## config.mk

```make
export PLATFORM = sky130hd
export DESIGN_NAME = trace_line_sequencer
export DESIGN_NICKNAME = d
export VERILOG_FILES = /design/src/rtl/trace_line_sequencer_pkg.sv /design/src/rtl/trace_line_sequencer_y_map.sv /design/src/rtl/trace_line_sequencer.sv
export SDC_FILE = /design/constraint.sdc
export NUM_CORES = 1
export LEC_CHECK = 0
export CAP_MARGIN = 25
export CORE_MARGIN = 10
export CORE_UTILIZATION = 55
export CTS_CLUSTER_SIZE = 24
export DETAILED_ROUTE_END_ITERATION = 10
export PLACE_DENSITY = 0.85
export SETUP_SLACK_MARGIN = 0.3
export SYNTH_ARGS = -nofsm -noshare
export SYNTH_HDL_FRONTEND = slang
export SYNTH_SLANG_ARGS = --single-unit
```

## constraint.sdc

```tcl
create_clock -name clk -period 4.9 [get_ports clk]
set_input_delay 0.98 -clock clk [delete_from_list [all_inputs] [get_ports clk]]
set_output_delay 0.98 -clock clk [all_outputs]
set_load 0.005 [all_outputs]
```

## src/rtl/trace_line_sequencer_pkg.sv

```systemverilog
// trace_line_sequencer_pkg
//   Shared types and constants for the trace line sequencer:
//   - COORD_W       : screen coordinate / sample address width
//   - YCALC_W       : signed width used for the Y mapping arithmetic
//   - DRAW_MIN_GAP  : minimum cycles the line drawer needs between line_done
//                     and the next line_start
//   - SEQ_GAP       : done->start gap the sequencer always provides (RD, LAT, ISSUE)
//   - seq_state_t   : sequencer state encoding
package trace_line_sequencer_pkg;

    localparam int COORD_W      = 10;
    localparam int YCALC_W      = 12;
    localparam int DRAW_MIN_GAP = 1;
    localparam int SEQ_GAP      = 3;

    typedef enum logic [2:0] {
        ST_IDLE  = 3'd0,
        ST_RD0   = 3'd1,
        ST_LAT0  = 3'd2,
        ST_RD    = 3'd3,
        ST_LAT   = 3'd4,
        ST_ISSUE = 3'd5,
        ST_WAITD = 3'd6,
        ST_FDONE = 3'd7
    } seq_state_t;

endpackage

```

## src/rtl/trace_line_sequencer_y_map.sv

```systemverilog
// trace_line_sequencer_y_map
//   Combinational sample-to-screen-Y mapping: y = Y_BASE - sample, evaluated
//   as a signed value, clamped to [0, Y_MAX] and truncated to COORD_W bits.
// Ports:
//   sample  in   SAMPLE_W  unsigned sample value
//   y       out  COORD_W   screen y coordinate
module trace_line_sequencer_y_map
    import trace_line_sequencer_pkg::*;
#(
    parameter int SAMPLE_W = 8,
    parameter int Y_BASE   = 479,
    parameter int Y_MAX    = 479
) (
    input  logic [SAMPLE_W-1:0] sample,
    output logic [COORD_W-1:0]  y
);

    localparam logic signed [YCALC_W-1:0] Y_BASE_S = YCALC_W'(Y_BASE);
    localparam logic signed [YCALC_W-1:0] Y_MAX_S  = YCALC_W'(Y_MAX);

    logic signed [YCALC_W-1:0] diff;

    always_comb begin
        // Sample is zero-extended before the signed subtract.
        diff = Y_BASE_S - $signed(YCALC_W'(sample));
        if (diff < 0) begin
            y = '0;
        end else if (diff > Y_MAX_S) begin
            y = Y_MAX_S[COORD_W-1:0];
        end else begin
            y = diff[COORD_W-1:0];
        end
    end

endmodule

```

## src/rtl/trace_line_sequencer.sv

```systemverilog
// trace_line_sequencer
//   Walks the sample RAM once per frame and issues line requests to the line
//   drawer. Default build: one line per adjacent sample pair
//   (i-1, y[i-1]) -> (i, y[i]), NUM_SAMPLES-1 lines per frame.
//   Build option TRACE_DOT_MODE_EN: one point line (x_i,y_i)->(x_i,y_i) per
//   sample, NUM_SAMPLES requests per frame.
// Ports:
//   clk, reset_n          clock, asynchronous active-low reset
//   frame_start           1-cycle pulse, start a frame (only accepted in IDLE)
//   smp_addr / smp_data   synchronous sample RAM read port (1-cycle latency)
//   line_start            1-cycle request pulse to the drawer
//   x0,y0,x1,y1           line endpoints, stable from line_start to line_done
//   line_busy, line_done  drawer status / completion pulse
//   frame_busy            high while a frame is in progress
//   frame_done            1-cycle pulse after the final line_done
//   overrun               1-cycle pulse, frame_start seen while busy
module trace_line_sequencer
    import trace_line_sequencer_pkg::*;
#(
    parameter int NUM_SAMPLES = 640,
    parameter int SAMPLE_W    = 8,
    parameter int X_OFFSET    = 0,
    parameter int Y_BASE      = 479,
    parameter int Y_MAX       = 479
) (
    input  logic                clk,
    input  logic                reset_n,
    input  logic                frame_start,
    output logic [COORD_W-1:0]  smp_addr,
    input  logic [SAMPLE_W-1:0] smp_data,
    output logic                line_start,
    output logic [COORD_W-1:0]  x0,
    output logic [COORD_W-1:0]  y0,
    output logic [COORD_W-1:0]  x1,
    output logic [COORD_W-1:0]  y1,
    input  logic                line_busy,
    input  logic                line_done,
    output logic                frame_busy,
    output logic                frame_done,
    output logic                overrun
);

    // Elaboration-time parameter checks
    if (NUM_SAMPLES < 2 || NUM_SAMPLES > 1024) begin : g_bad_num_samples
        $error("trace_line_sequencer: NUM_SAMPLES must be 2..1024");
    end
    if (X_OFFSET < 0 || X_OFFSET + NUM_SAMPLES - 1 > 1023) begin : g_bad_x_offset
        $error("trace_line_sequencer: X_OFFSET+NUM_SAMPLES-1 must fit in 10 bits");
    end
    if (SAMPLE_W < 1 || SAMPLE_W > YCALC_W - 1) begin : g_bad_sample_w
        $error("trace_line_sequencer: SAMPLE_W must be 1..11");
    end
    if (SEQ_GAP < DRAW_MIN_GAP) begin : g_bad_gap
        $error("trace_line_sequencer: drawer needs a longer done->start gap");
    end

    localparam logic [COORD_W-1:0] LAST_IDX = COORD_W'(NUM_SAMPLES - 1);
    localparam logic [COORD_W-1:0] X_OFF    = COORD_W'(X_OFFSET);
    localparam logic [COORD_W-1:0] ONE      = COORD_W'(1);
`ifdef TRACE_DOT_MODE_EN
    localparam logic [COORD_W-1:0] FIRST_IDX = '0;
`else
    // Connected mode: sample 0 is only a start point, first line ends at 1.
    localparam logic [COORD_W-1:0] FIRST_IDX = ONE;
`endif

    seq_state_t         state_reg, state_next;
    logic [COORD_W-1:0] idx_reg, idx_next;
    logic [COORD_W-1:0] smp_addr_reg;
    logic [COORD_W-1:0] x0_reg, y0_reg, x1_reg, y1_reg;
    logic               overrun_reg;
    logic [COORD_W-1:0] y_mapped;
`ifndef TRACE_DOT_MODE_EN
    logic [COORD_W-1:0] y_prev_reg;
`endif

    trace_line_sequencer_y_map #(
        .SAMPLE_W (SAMPLE_W),
        .Y_BASE   (Y_BASE),
        .Y_MAX    (Y_MAX)
    ) u_y_map (
        .sample (smp_data),
        .y      (y_mapped)
    );

    // State register
    always_ff @(posedge clk or negedge reset_n) begin
        if (!reset_n) begin
            state_reg <= ST_IDLE;
        end else begin
            state_reg <= state_next;
        end
    end

    // Next-state logic
    always_comb begin
        state_next = state_reg;
        case (state_reg)
            ST_IDLE:  if (frame_start) state_next = ST_RD0;
            ST_RD0:   state_next = ST_LAT0;
`ifdef TRACE_DOT_MODE_EN
            ST_LAT0:  state_next = ST_ISSUE;
`else
            ST_LAT0:  state_next = ST_RD;
`endif
            ST_RD:    state_next = ST_LAT;
            ST_LAT:   state_next = ST_ISSUE;
            ST_ISSUE: if (!line_busy) state_next = ST_WAITD;
            ST_WAITD: begin
                if (line_done) begin
                    state_next = (idx_reg < LAST_IDX) ? ST_RD : ST_FDONE;
                end
            end
            ST_FDONE: state_next = ST_IDLE;
            default:  state_next = ST_IDLE;
        endcase
    end

    // Outputs decoded from state
    always_comb begin
        line_start = (state_reg == ST_ISSUE) && !line_busy;
        frame_busy = (state_reg != ST_IDLE);
        frame_done = (state_reg == ST_FDONE);
    end

    // Sample index: set at frame accept, advanced only after a line completes
    // and another sample remains, so it never leaves the 10-bit range.
    always_comb begin
        idx_next = idx_reg;
        if (state_reg == ST_IDLE && frame_start) begin
            idx_next = FIRST_IDX;
        end else if (state_reg == ST_WAITD && line_done && idx_reg < LAST_IDX) begin
            idx_next = idx_reg + ONE;
        end
    end

    // Datapath registers
    always_ff @(posedge clk or negedge reset_n) begin
        if (!reset_n) begin
            idx_reg      <= '0;
            smp_addr_reg <= '0;
            x0_reg       <= '0;
            y0_reg       <= '0;
            x1_reg       <= '0;
            y1_reg       <= '0;
            overrun_reg  <= 1'b0;
`ifndef TRACE_DOT_MODE_EN
            y_prev_reg   <= '0;
`endif
        end else begin
            idx_reg     <= idx_next;
            overrun_reg <= frame_start && (state_reg != ST_IDLE);

            // Address is presented during RD0/RD so data lands in LAT0/LAT.
            if (state_next == ST_RD0) begin
                smp_addr_reg <= '0;
            end else if (state_next == ST_RD) begin
                smp_addr_reg <= idx_next;
            end

            case (state_reg)
`ifdef TRACE_DOT_MODE_EN
                ST_LAT0, ST_LAT: begin
                    x0_reg <= X_OFF + idx_reg;
                    x1_reg <= X_OFF + idx_reg;
                    y0_reg <= y_mapped;
                    y1_reg <= y_mapped;
                end
`else
                ST_LAT0: begin
                    y_prev_reg <= y_mapped;
                end
                ST_LAT: begin
                    x0_reg <= X_OFF + idx_reg - ONE;
                    x1_reg <= X_OFF + idx_reg;
                    y0_reg <= y_prev_reg;
                    y1_reg <= y_mapped;
                end
                ST_WAITD: begin
                    // End point of this line is the start point of the next.
                    if (line_done) y_prev_reg <= y1_reg;
                end
`endif
                default: ;
            endcase
        end
    end

    assign smp_addr = smp_addr_reg;
    assign x0       = x0_reg;
    assign y0       = y0_reg;
    assign x1       = x1_reg;
    assign y1       = y1_reg;
    assign overrun  = overrun_reg;

endmodule
```

==> flow_summary_export.csv, run 1 <==
group,metric,value,unit
clock_network,cts_tree,"built",
floorplanning,fp.coreArea,5850,um2
setup_path,required,3920,ps
clock_network,cts_setup_buffers,0,
power_and_ir_drop,combPwrFrac,37.4,%
final_layout,n_antenna_cell,0,
setup_path,crit_family,"buffers and inverters",
final_layout,final_common_cell,"nand2_1",
power_and_ir_drop,power.total,2200,uW
sta,rsz0062_at_grt,"false",
global_route,antenna_found_initial,0,
route,dr_wl_met2,3520,um
clock_network,cts.repair.resized,0,
final_layout,drive_gt1_share,7.18,%
power_and_ir_drop,intPower,1420,uW
sta,maxSlewHeadroom,34.6,%
sta,fin_crit,3090,ps
logic_synthesis,synth_seq_cells,71,
logic_synthesis,synth_cells,345,
power_and_ir_drop,pwr-share-clk,20.4,%
setup_path,slowest_stage,"clkdlybuf4s50_1",
sta,report.final.slew_viol_count,0,
logic_synthesis,ys.flop_type,"dfrtp_1",
sta,fin_skew,10.9,ps
final_layout,area_growth,25.4,%
placement,gp_congestion,0.839,
sta,hold_viol,0,
setup_path,ff2ff_setup_slack,2650,ps
final_layout,layout.nets,416,
clock_network,cts-buffers-inserted,9,
setup_path,path_cells,"clkdlybuf4s50_1 -> nor3_1 -> clkdlybuf4s50_1",
floorplanning,die_w,97.3,um
power_and_ir_drop,powerDensity,534,nW/um2
clock_network,cts.sinks,71,
setup_path,worst-path-buf-inv,2,
clock_network,clkTransAtPathRegs,80,ps
logic_synthesis,synth.avg_cell_area,9.53,um2
sta,fin_crit_sh,63.0,%
final_layout,layout_common_cells,"nand2_1, dfrtp_1, clkdlybuf4s50_1",
route,vias_per_cell,5.59,
floorplanning,die_h,97.3,um
setup_path,path_common_cell,"clkdlybuf4s50_1",
route,antenna_left,0,
route,drt-total-wl,7640,um
global_route,grt_max_degree,49,
logic_synthesis,netlist-cell-type-count,44,
logic_synthesis,synth_edf_count,0,
route,routedWlPerCell,16.0,um
power_and_ir_drop,p_switching,779,uW
floorplanning,dieArea,9470,um2
logic_synthesis,synth-seq-area-share,54.0,%
route,drc,0,
worst_hold_path,min_path_type,"input port to async pin",
power_and_ir_drop,power.share.sequential,42.2,%
route,highest-signal-layer,"met4",
route,m1WireLength,3350,um
setup_path,crit_type,"input port to primary output",
global_route,grt_first_pass_wirelength,13000,um
logic_synthesis,synth_area,3290,um2
power_and_ir_drop,p_sw_share,35.4,%
setup_path,arrival,2110,ps
placement,place.detailed.hpwl,5440,um
clock_network,cts_root_buf,"clkbuf_8",
power_and_ir_drop,power_leakage,0.00183,uW
setup_path,crit_path_max_incr_delay,530,ps
floorplanning,initial_utilization,56.2,%
floorplanning,rows,28,
clock_network,clock_latency,340,ps
clock_network,clockBufferDepth,2,
route,dr_wl_met3,625,um
setup_path,crit_path_end_kind,"primary output",
route,drt_pass1_iterations,4,
status,status,"finished, final reports clean",
clock_network,cts.hold.buffers_added,0,
sta,tightest_slew,981,ps
sta,clock.fmax,324,MHz
global_route,gr-total-overflow,0,
logic_synthesis,synth-warning-count,0,
sta,tns,0,ps
sta,finalSetupViolCount,0,
logic_synthesis,async_flop_share,100,%
route,vias,2679,
global_route,grt_use_total,16.5,%
global_route,grt_pass1_vias,2692,
clock_network,cts_max_level,3,
setup_path,crit_fanout,2,
placement,port_buffers,64,
floorplanning,top_level_ports,67,
run,max_cap_viol_count,0,
route,drt_first_iter_violations,188,
setup_path,start_kind,"input port",
power_and_ir_drop,peakVddDrop,313,uV
[power groups by stage]
stage	logic [uW]	registers, uW	clock network (uW)
2_1_floorplan	488	888	0
3_3_place_gp	802	932	0
3_5_place_dp	827	939	0
4_1_cts	834	928	454
5_1_grt	930	958	483
6_report	823	930	450
[final timing paths]
kind | endpoint | from | cells past startpoint
setup reg to reg | smp_addr[7] | state_reg[1] | 5
hold / removal | x1[2] | reset_n | 1
min in group clk | y0[6] | y0[6] | 2
max in group asynchronous | x1[9] | reset_n | 3
setup / recovery | line_start | line_busy | 3
hold reg to reg | y0[6] | y0[6] | 2
[area by class of cell]
cell class / instances / area [um2]
flip-flops and latches: 71 / 1780
fillers: 436 / 1730
multi-input cells: 242 / 1360
repair buffers: 67 / 671
clock buffers: 14 / 183
well taps: 75 / 93.8
inverters: 8 / 30.0
clock inverters: 2 / 12.5
[per-layer routing]
metal,up-vias,global-route usage [%]
li1,1273,-
met1,1318,20.5
met2,76,25.3
met3,12,5.62
met4,0,7.61
met5,-,0
[cell usage after synthesis, types with 2 or more instances]
master	n	area, um2
o2bb2ai_1	6	52.6
o22ai_1	2	12.5
and3_2	2	15.0
dfrtp_1	71	1780
a31oi_1	5	31.3
ha_1	4	50.1
nand4_1	4	25.0
a221oi_1	6	52.6
buf_4	5	37.5
nor3_1	3	15.0
o21ai_2	2	17.5
a21oi_1	6	30.0
o21ai_1	6	30.0
o211a_1	2	20.0
buf_1	2	7.51
xnor2_1	10	87.6
nor2b_1	5	31.3
xor2_1	6	52.6
nor2_1	26	97.6
clkbuf_1	10	37.5
buf_2	7	35.0
and2_1	5	31.3
inv_1	8	30.0
o21ai_0	22	110
nand3b_1	2	15.0
nand3_1	4	20.0
nand2_1	84	315
nand2b_1	2	12.5
or3_1	10	62.6
a22o_1	4	35.0
[metrics by stage]
step,utilization [%],hold slack (ps),worst slack (ps),area [um2],std cells
6_report,70.5,458,1810,4120,479
5_1_grt,70.5,456,1730,4120,479
4_1_cts,70.1,480,1800,4100,478
3_5_place_dp,66.8,462,1820,3910,462
3_3_place_gp,66.8,459,1820,3910,462
2_1_floorplan,-,450,2750,3290,346
[kinds of logic (layout without fill, tap and decap cells)]
group	after synthesis	in the layout	share of synthesized area, %
XOR/XNOR	16	16	4.26
adder cells (fa/ha/maj)	4	4	1.52
flip-flops	71	71	54.0
buffers and inverters	33	91	4.83
multiplexers	1	1	0.304
other	1	2	0.114
AND/OR/NAND/NOR	154	154	21.9
AO/OA/AOI/OAI	65	65	13.1
No activity file was read; power rests on OpenSTA's default activity.
==> inputs of run 2 (changes only) <==
Settings changed: CORE_UTILIZATION 55 to 46, PLACE_DENSITY 0.85 to 0.76.
Clock period 4.9 ns to 2.5 ns, I/O delays scaled along.
==> run 2 against run 1 <==
Effect of this change: via count shrank 1.8%; cell count increased by 6.5%; register-to-register slack got worse by 2100 ps; sequential power is 94% higher; sequential cell count unchanged; clock power is 83% higher; non-clock buffer count grew 10; largest cell class unchanged; largest power group unchanged.
==> flow_summary_export.csv, run 2 (synthesis results as in run 1) <==
group,metric,value,unit
route,dr_wl_met3,694,um
setup_path,crit_type,"flop to primary output",
global_route,gr-total-overflow,0,
clock_network,clkTransAtPathRegs,70,ps
route,drt_pass1_iterations,4,
setup_path,path_cells,"nor3_1 -> buf_4 -> inv_1 -> clkdlybuf4s50_1",
setup_path,crit_path_max_incr_delay,470,ps
final_layout,final_util,61.1,%
setup_path,required,2000,ps
setup_path,slowest_stage,"dfrtp_2",
placement,place.detailed.hpwl,5580,um
final_layout,layout_common_cells,"nand2_1, dfrtp_1, clkdlybuf4s50_1",
power_and_ir_drop,pwr-share-clk,19.0,%
route,drt-total-wl,7670,um
floorplanning,dieArea,10900,um2
route,antenna_left,0,
route,highest-signal-layer,"met4",
setup_path,r2r_start,"idx_reg[0]",
power_and_ir_drop,power.share.sequential,41.4,%
clock_network,cts_tree,"built",
floorplanning,rows,30,
setup_path,arrival,1610,ps
run,max_cap_viol_count,0,
placement,port_buffers,64,
sta,fin_crit,2110,ps
route,m1WireLength,3340,um
power_and_ir_drop,p_switching,1530,uW
final_layout,area_growth,27.7,%
global_route,antenna_found_initial,0,
power_and_ir_drop,intPower,2810,uW
final_layout,drive_gt1_share,9.66,%
sta,tightest_slew,557,ps
route,vias,2630,
floorplanning,initial_utilization,47.9,%
floorplanning,die_h,105,um
clock_network,clockBufferDepth,2,
setup_path,worst-path-buf-inv,3,
sta,hold_viol,0,
power_and_ir_drop,powerDensity,1030,nW/um2
placement,gp_congestion,0.822,
power_and_ir_drop,p_sw_share,35.3,%
setup_path,crit_fanout,8,
final_layout,final_common_cell,"nand2_1",
power_and_ir_drop,power_leakage,0.00188,uW
setup_path,start_kind,"flop",
sta,fin_skew,7.08,ps
setup_path,r2r_cells,6,
power_and_ir_drop,peakVddDrop,513,uV
final_layout,layout.nets,426,
sta,fin_crit_sh,84.4,%
route,drc,0,
global_route,grt_first_pass_wirelength,13100,um
floorplanning,die_w,105,um
setup_path,ff2ff_setup_slack,600,ps
clock_network,cts_max_level,3,
route,vias_per_cell,5.16,
sta,rsz0062_at_grt,"true",
route,drt_first_iter_violations,180,
status,status,"finished, final reports clean",
clock_network,cts_root_buf,"clkbuf_8",
route,dr_wl_met2,3530,um
clock_network,cts-buffers-inserted,9,
worst_hold_path,min_path_type,"input port to async pin",
sta,hold_ws,146,ps
clock_network,cts.sinks,71,
sta,clock.fmax,474,MHz
global_route,grt_pass1_vias,2555,
global_route,grt_use_total,14.4,%
sta,maxSlewHeadroom,62.9,%
setup_path,crit_family,"buffers and inverters",
sta,report.final.slew_viol_count,0,
sta,finalSetupViolCount,0,
setup_path,crit_path_end_kind,"primary output",
global_route,grt_max_degree,48,
power_and_ir_drop,combPwrFrac,39.6,%
floorplanning,fp.coreArea,6870,um2
final_layout,n_antenna_cell,0,
floorplanning,top_level_ports,67,
power_and_ir_drop,power.total,4340,uW
route,routedWlPerCell,15.0,um
clock_network,clock_latency,340,ps
sta,tns,0,ps
setup_path,r2r-end,"smp_addr[6]",
-- run 2: cell count changes in the layout (fill, tap and decap cells not counted), moves of 2 or more --
cell and change:
dfrtp_2 +2, buf_4 +11, dfrtp_1 -2, clkbuf_8 -2
-- run 2: final cells by class --
type	count	area [um2]
Clock buffer	13	159
Clock inverter	3	17.5
Fill cell	561	2670
Inverter	8	30.0
Multi-Input combinational cell	242	1360
Sequential cell	71	1780
Tap cell	96	120
Timing Repair Buffer	77	736
-- run 2: worst max path at each step --
stage | startpoint | end | slack [ps] | depth (start not counted)
floorplan | idx_reg[0] | smp_addr[6] | 840 | 6
global placement | smp_data[5] | y_prev_reg[3] | 280 | 6
detailed placement | line_done | smp_addr[9] | 210 | 6
CTS | state_reg[1] | frame_busy | 300 | 4
global route | state_reg[0] | frame_busy | 290 | 4
finish | state_reg[1] | frame_busy | 390 | 4
-- run 2: timing repair --
action	4_1_cts	5_1_grt
hold buffers	0	0
setup buffers	0	4
gates resized for setup	0	3
setup endpoints to repair	0	3
-- run 2: routing by layer --
metal | global-route usage, % | vias to the layer above
met2 | 21.6 | 95
met5 | 0 | -
met3 | 5.47 | 7
met1 | 18.6 | 1242
li1 | - | 1286
met4 | 5.07 | 0
-- run 2: power by group through the flow --
stage	sequential [uW]	combinational, uW	clock (uW)
finish	1800	1720	825
global route	1850	1930	901
CTS	1800	1690	846
detailed placement	1820	1680	0
global placement	1810	1650	0
floorplan	1740	956	0
-- run 2: stage by stage --
stage,setup WS (ps),cell area (um2),std cells
6_report,390,4200,510
2_1_floorplan,838,3290,346
5_1_grt,292,4200,510
4_1_cts,302,4160,506
3_5_place_dp,214,3990,490
3_3_place_gp,283,3990,490
==> inputs of run 3 (changes only) <==
Clock period 2.5 ns to 1.8 ns, I/O delays scaled along.
==> run 3 against run 2 <==
Effect of this change: combinational power is 110% higher; power up 77%; register-to-register slack worse by 580 ps; wire length up 40%; first-iteration DRC count up 26%; worst setup slack worse by 370 ps; cell count up 11%; final area rose by 21%; clock skew is 7.4 ps higher; critical path depth is 3 higher; via count is 20% higher; largest cell class unchanged.
==> flow_summary_export.csv, run 3 (synthesis results as in run 1) <==
group,metric,value,unit
status,status,"finished, final reports clean",
route,vias_per_cell,5.61,
final_layout,multi_input_area,1690,um2
route,vias,3162,
clock_network,cts_max_level,3,
run,max_cap_viol_count,0,
clock_network,cts_root_buf,"clkbuf_8",
final_layout,drive_gt1_share,30.8,%
final_layout,n_antenna_cell,0,
final_layout,fill_cells,449,
placement,port_buffers,64,
floorplanning,die_w,105,um
setup_path,worst-path-buf-inv,2,
setup_path,start_kind,"flop",
clock_network,clkTransAtPathRegs,90,ps
setup_path,crit_fanout,8,
global_route,grt_max_degree,48,
power_and_ir_drop,p_switching,2830,uW
clock_network,clockBufferDepth,2,
global_route,gr-total-overflow,0,
setup_path,path_cells,"buf_4 -> nand3_1 -> o211a_4 -> buf_4 -> and2_4 -> xnor2_4 -> nor2_1",
worst_hold_path,min_path_type,"input port to async pin",
clock_network,cts_tree,"built",
power_and_ir_drop,power_leakage,0.00244,uW
route,drt_first_iter_violations,227,
floorplanning,initial_utilization,47.9,%
clock_network,cts-buffers-inserted,9,
final_layout,final_common_cell,"nand2_1",
setup_path,arrival,2050,ps
setup_path,slowest_stage,"dfrtp_1",
global_route,antenna_found_initial,0,
route,drc,0,
floorplanning,dieArea,10900,um2
sta,report.final.slew_viol_count,0,
sta,hold_ws,353,ps
route,routedWlPerCell,19.1,um
sta,fin_crit,1780,ps
global_route,grt_use_total,16.7,%
route,antenna_left,0,
floorplanning,fp.coreArea,6870,um2
setup_path,crit_path_end_kind,"flop",
power_and_ir_drop,combPwrFrac,47.7,%
placement,place_area,4200,um2
sta,hold_viol,0,
final_layout,layout.nets,480,
placement,gp_congestion,0.881,
route,drt-total-wl,10800,um
route,drt_pass1_iterations,5,
clock_network,cts.sinks,71,
setup_path,crit_type,"flop to flop",
setup_path,crit_family,"simple AND/OR/NAND/NOR gates",
setup_path,path_common_cell,"buf_4",
sta,fin_skew,14.5,ps
power_and_ir_drop,peakVddDrop,773,uV
final_layout,layout_common_cells,"nand2_1, dfrtp_1, dlygate4sd2_1",
power_and_ir_drop,pwr-share-clk,20.5,%
final_layout,stdcell_area,5070,um2
sta,clock.fmax,563,MHz
final_layout,seq_area,1780,um2
sta,finalSetupViolCount,0,
setup_path,required,2080,ps
sta,rsz0062_at_grt,"true",
power_and_ir_drop,intPower,4850,uW
power_and_ir_drop,p_sw_share,36.8,%
floorplanning,rows,30,
power_and_ir_drop,powerDensity,1510,nW/um2
clock_network,clock_latency,360,ps
sta,fin_crit_sh,98.7,%
floorplanning,die_h,105,um
power_and_ir_drop,power.share.sequential,31.8,%
floorplanning,top_level_ports,67,
setup_path,crit_path_max_incr_delay,390,ps
global_route,grt_first_pass_wirelength,15300,um
global_route,grt_pass1_vias,3096,
placement,place.detailed.hpwl,5980,um
final_layout,area_growth,54.0,%
-- run 3: per-layer routing --
| layer | global-route usage (%) | vias to the layer above | wire length, um |
|---|---|---|---|
| met5 | 0 | - | 0 |
| met4 | 6.56 | 0 | 337 |
| met3 | 5.34 | 30 | 836 |
| met2 | 27.1 | 154 | 5370 |
| met1 | 20.2 | 1571 | 4230 |
| li1 | - | 1407 | - |
-- run 3: final timing paths --
check                               end         from  cells after the start  slack [ps]
min reg2reg                       y0[3]        y0[3]                      2         470
min                               y1[1]      reset_n                      2         350
max in group asynchronous  state_reg[1]      reset_n                      3        1040
min in group clk                  y1[7]  smp_data[7]                      4         450
max                          idx_reg[3]   idx_reg[3]                      7          20
max reg2reg                  idx_reg[3]   idx_reg[3]                      7          20
-- run 3: layout make-up --
class	instances	area share (%)
Clock buffer	9	2.45
Clock inverter	7	2.37
Timing Repair Buffer	129	23.7
Inverter	8	0.593
Sequential cell	71	35.2
Tap cell	96	2.37
Multi-Input combinational cell	244	33.3
-- run 3: what timing repair did --
| item | CTS | global route |
|---|---|---|
| hold endpoints to repair | 1 | 0 |
| pin swaps | 26 | 14 |
| setup buffers | 26 | 7 |
| hold buffers | 1 | 0 |
| endpoints found under the setup margin | 83 | 64 |
| gates resized for setup | 92 | 46 |
| gates cloned | 1 | 4 |
-- run 3: power groups by stage --
stage	registers [uW]	clock network (uW)	logic, uW
2_1_floorplan	2420	0	1340
3_3_place_gp	2470	0	2540
3_5_place_dp	2500	0	2610
4_1_cts	2400	1580	3050
5_1_grt	2490	1650	3940
6_report	2440	1580	3660
-- run 3: stage by stage --
| step | setup TNS (ps) | setup WS [ps] | cells | util [%] | total power, uW |
|---|---|---|---|---|---|
| finish | 0 | 22.5 | 564 | 73.8 | 7670 |
| global route | 0 | 0.476 | 564 | 73.8 | 8090 |
| CTS | 0 | 121 | 553 | 69.0 | 7040 |
| detailed placement | -4170 | -252 | 509 | 61.1 | 5110 |
| floorplan | 0 | 161 | 346 | - | 3760 |
| global placement | -2450 | -145 | 509 | 61.1 | 5000 |
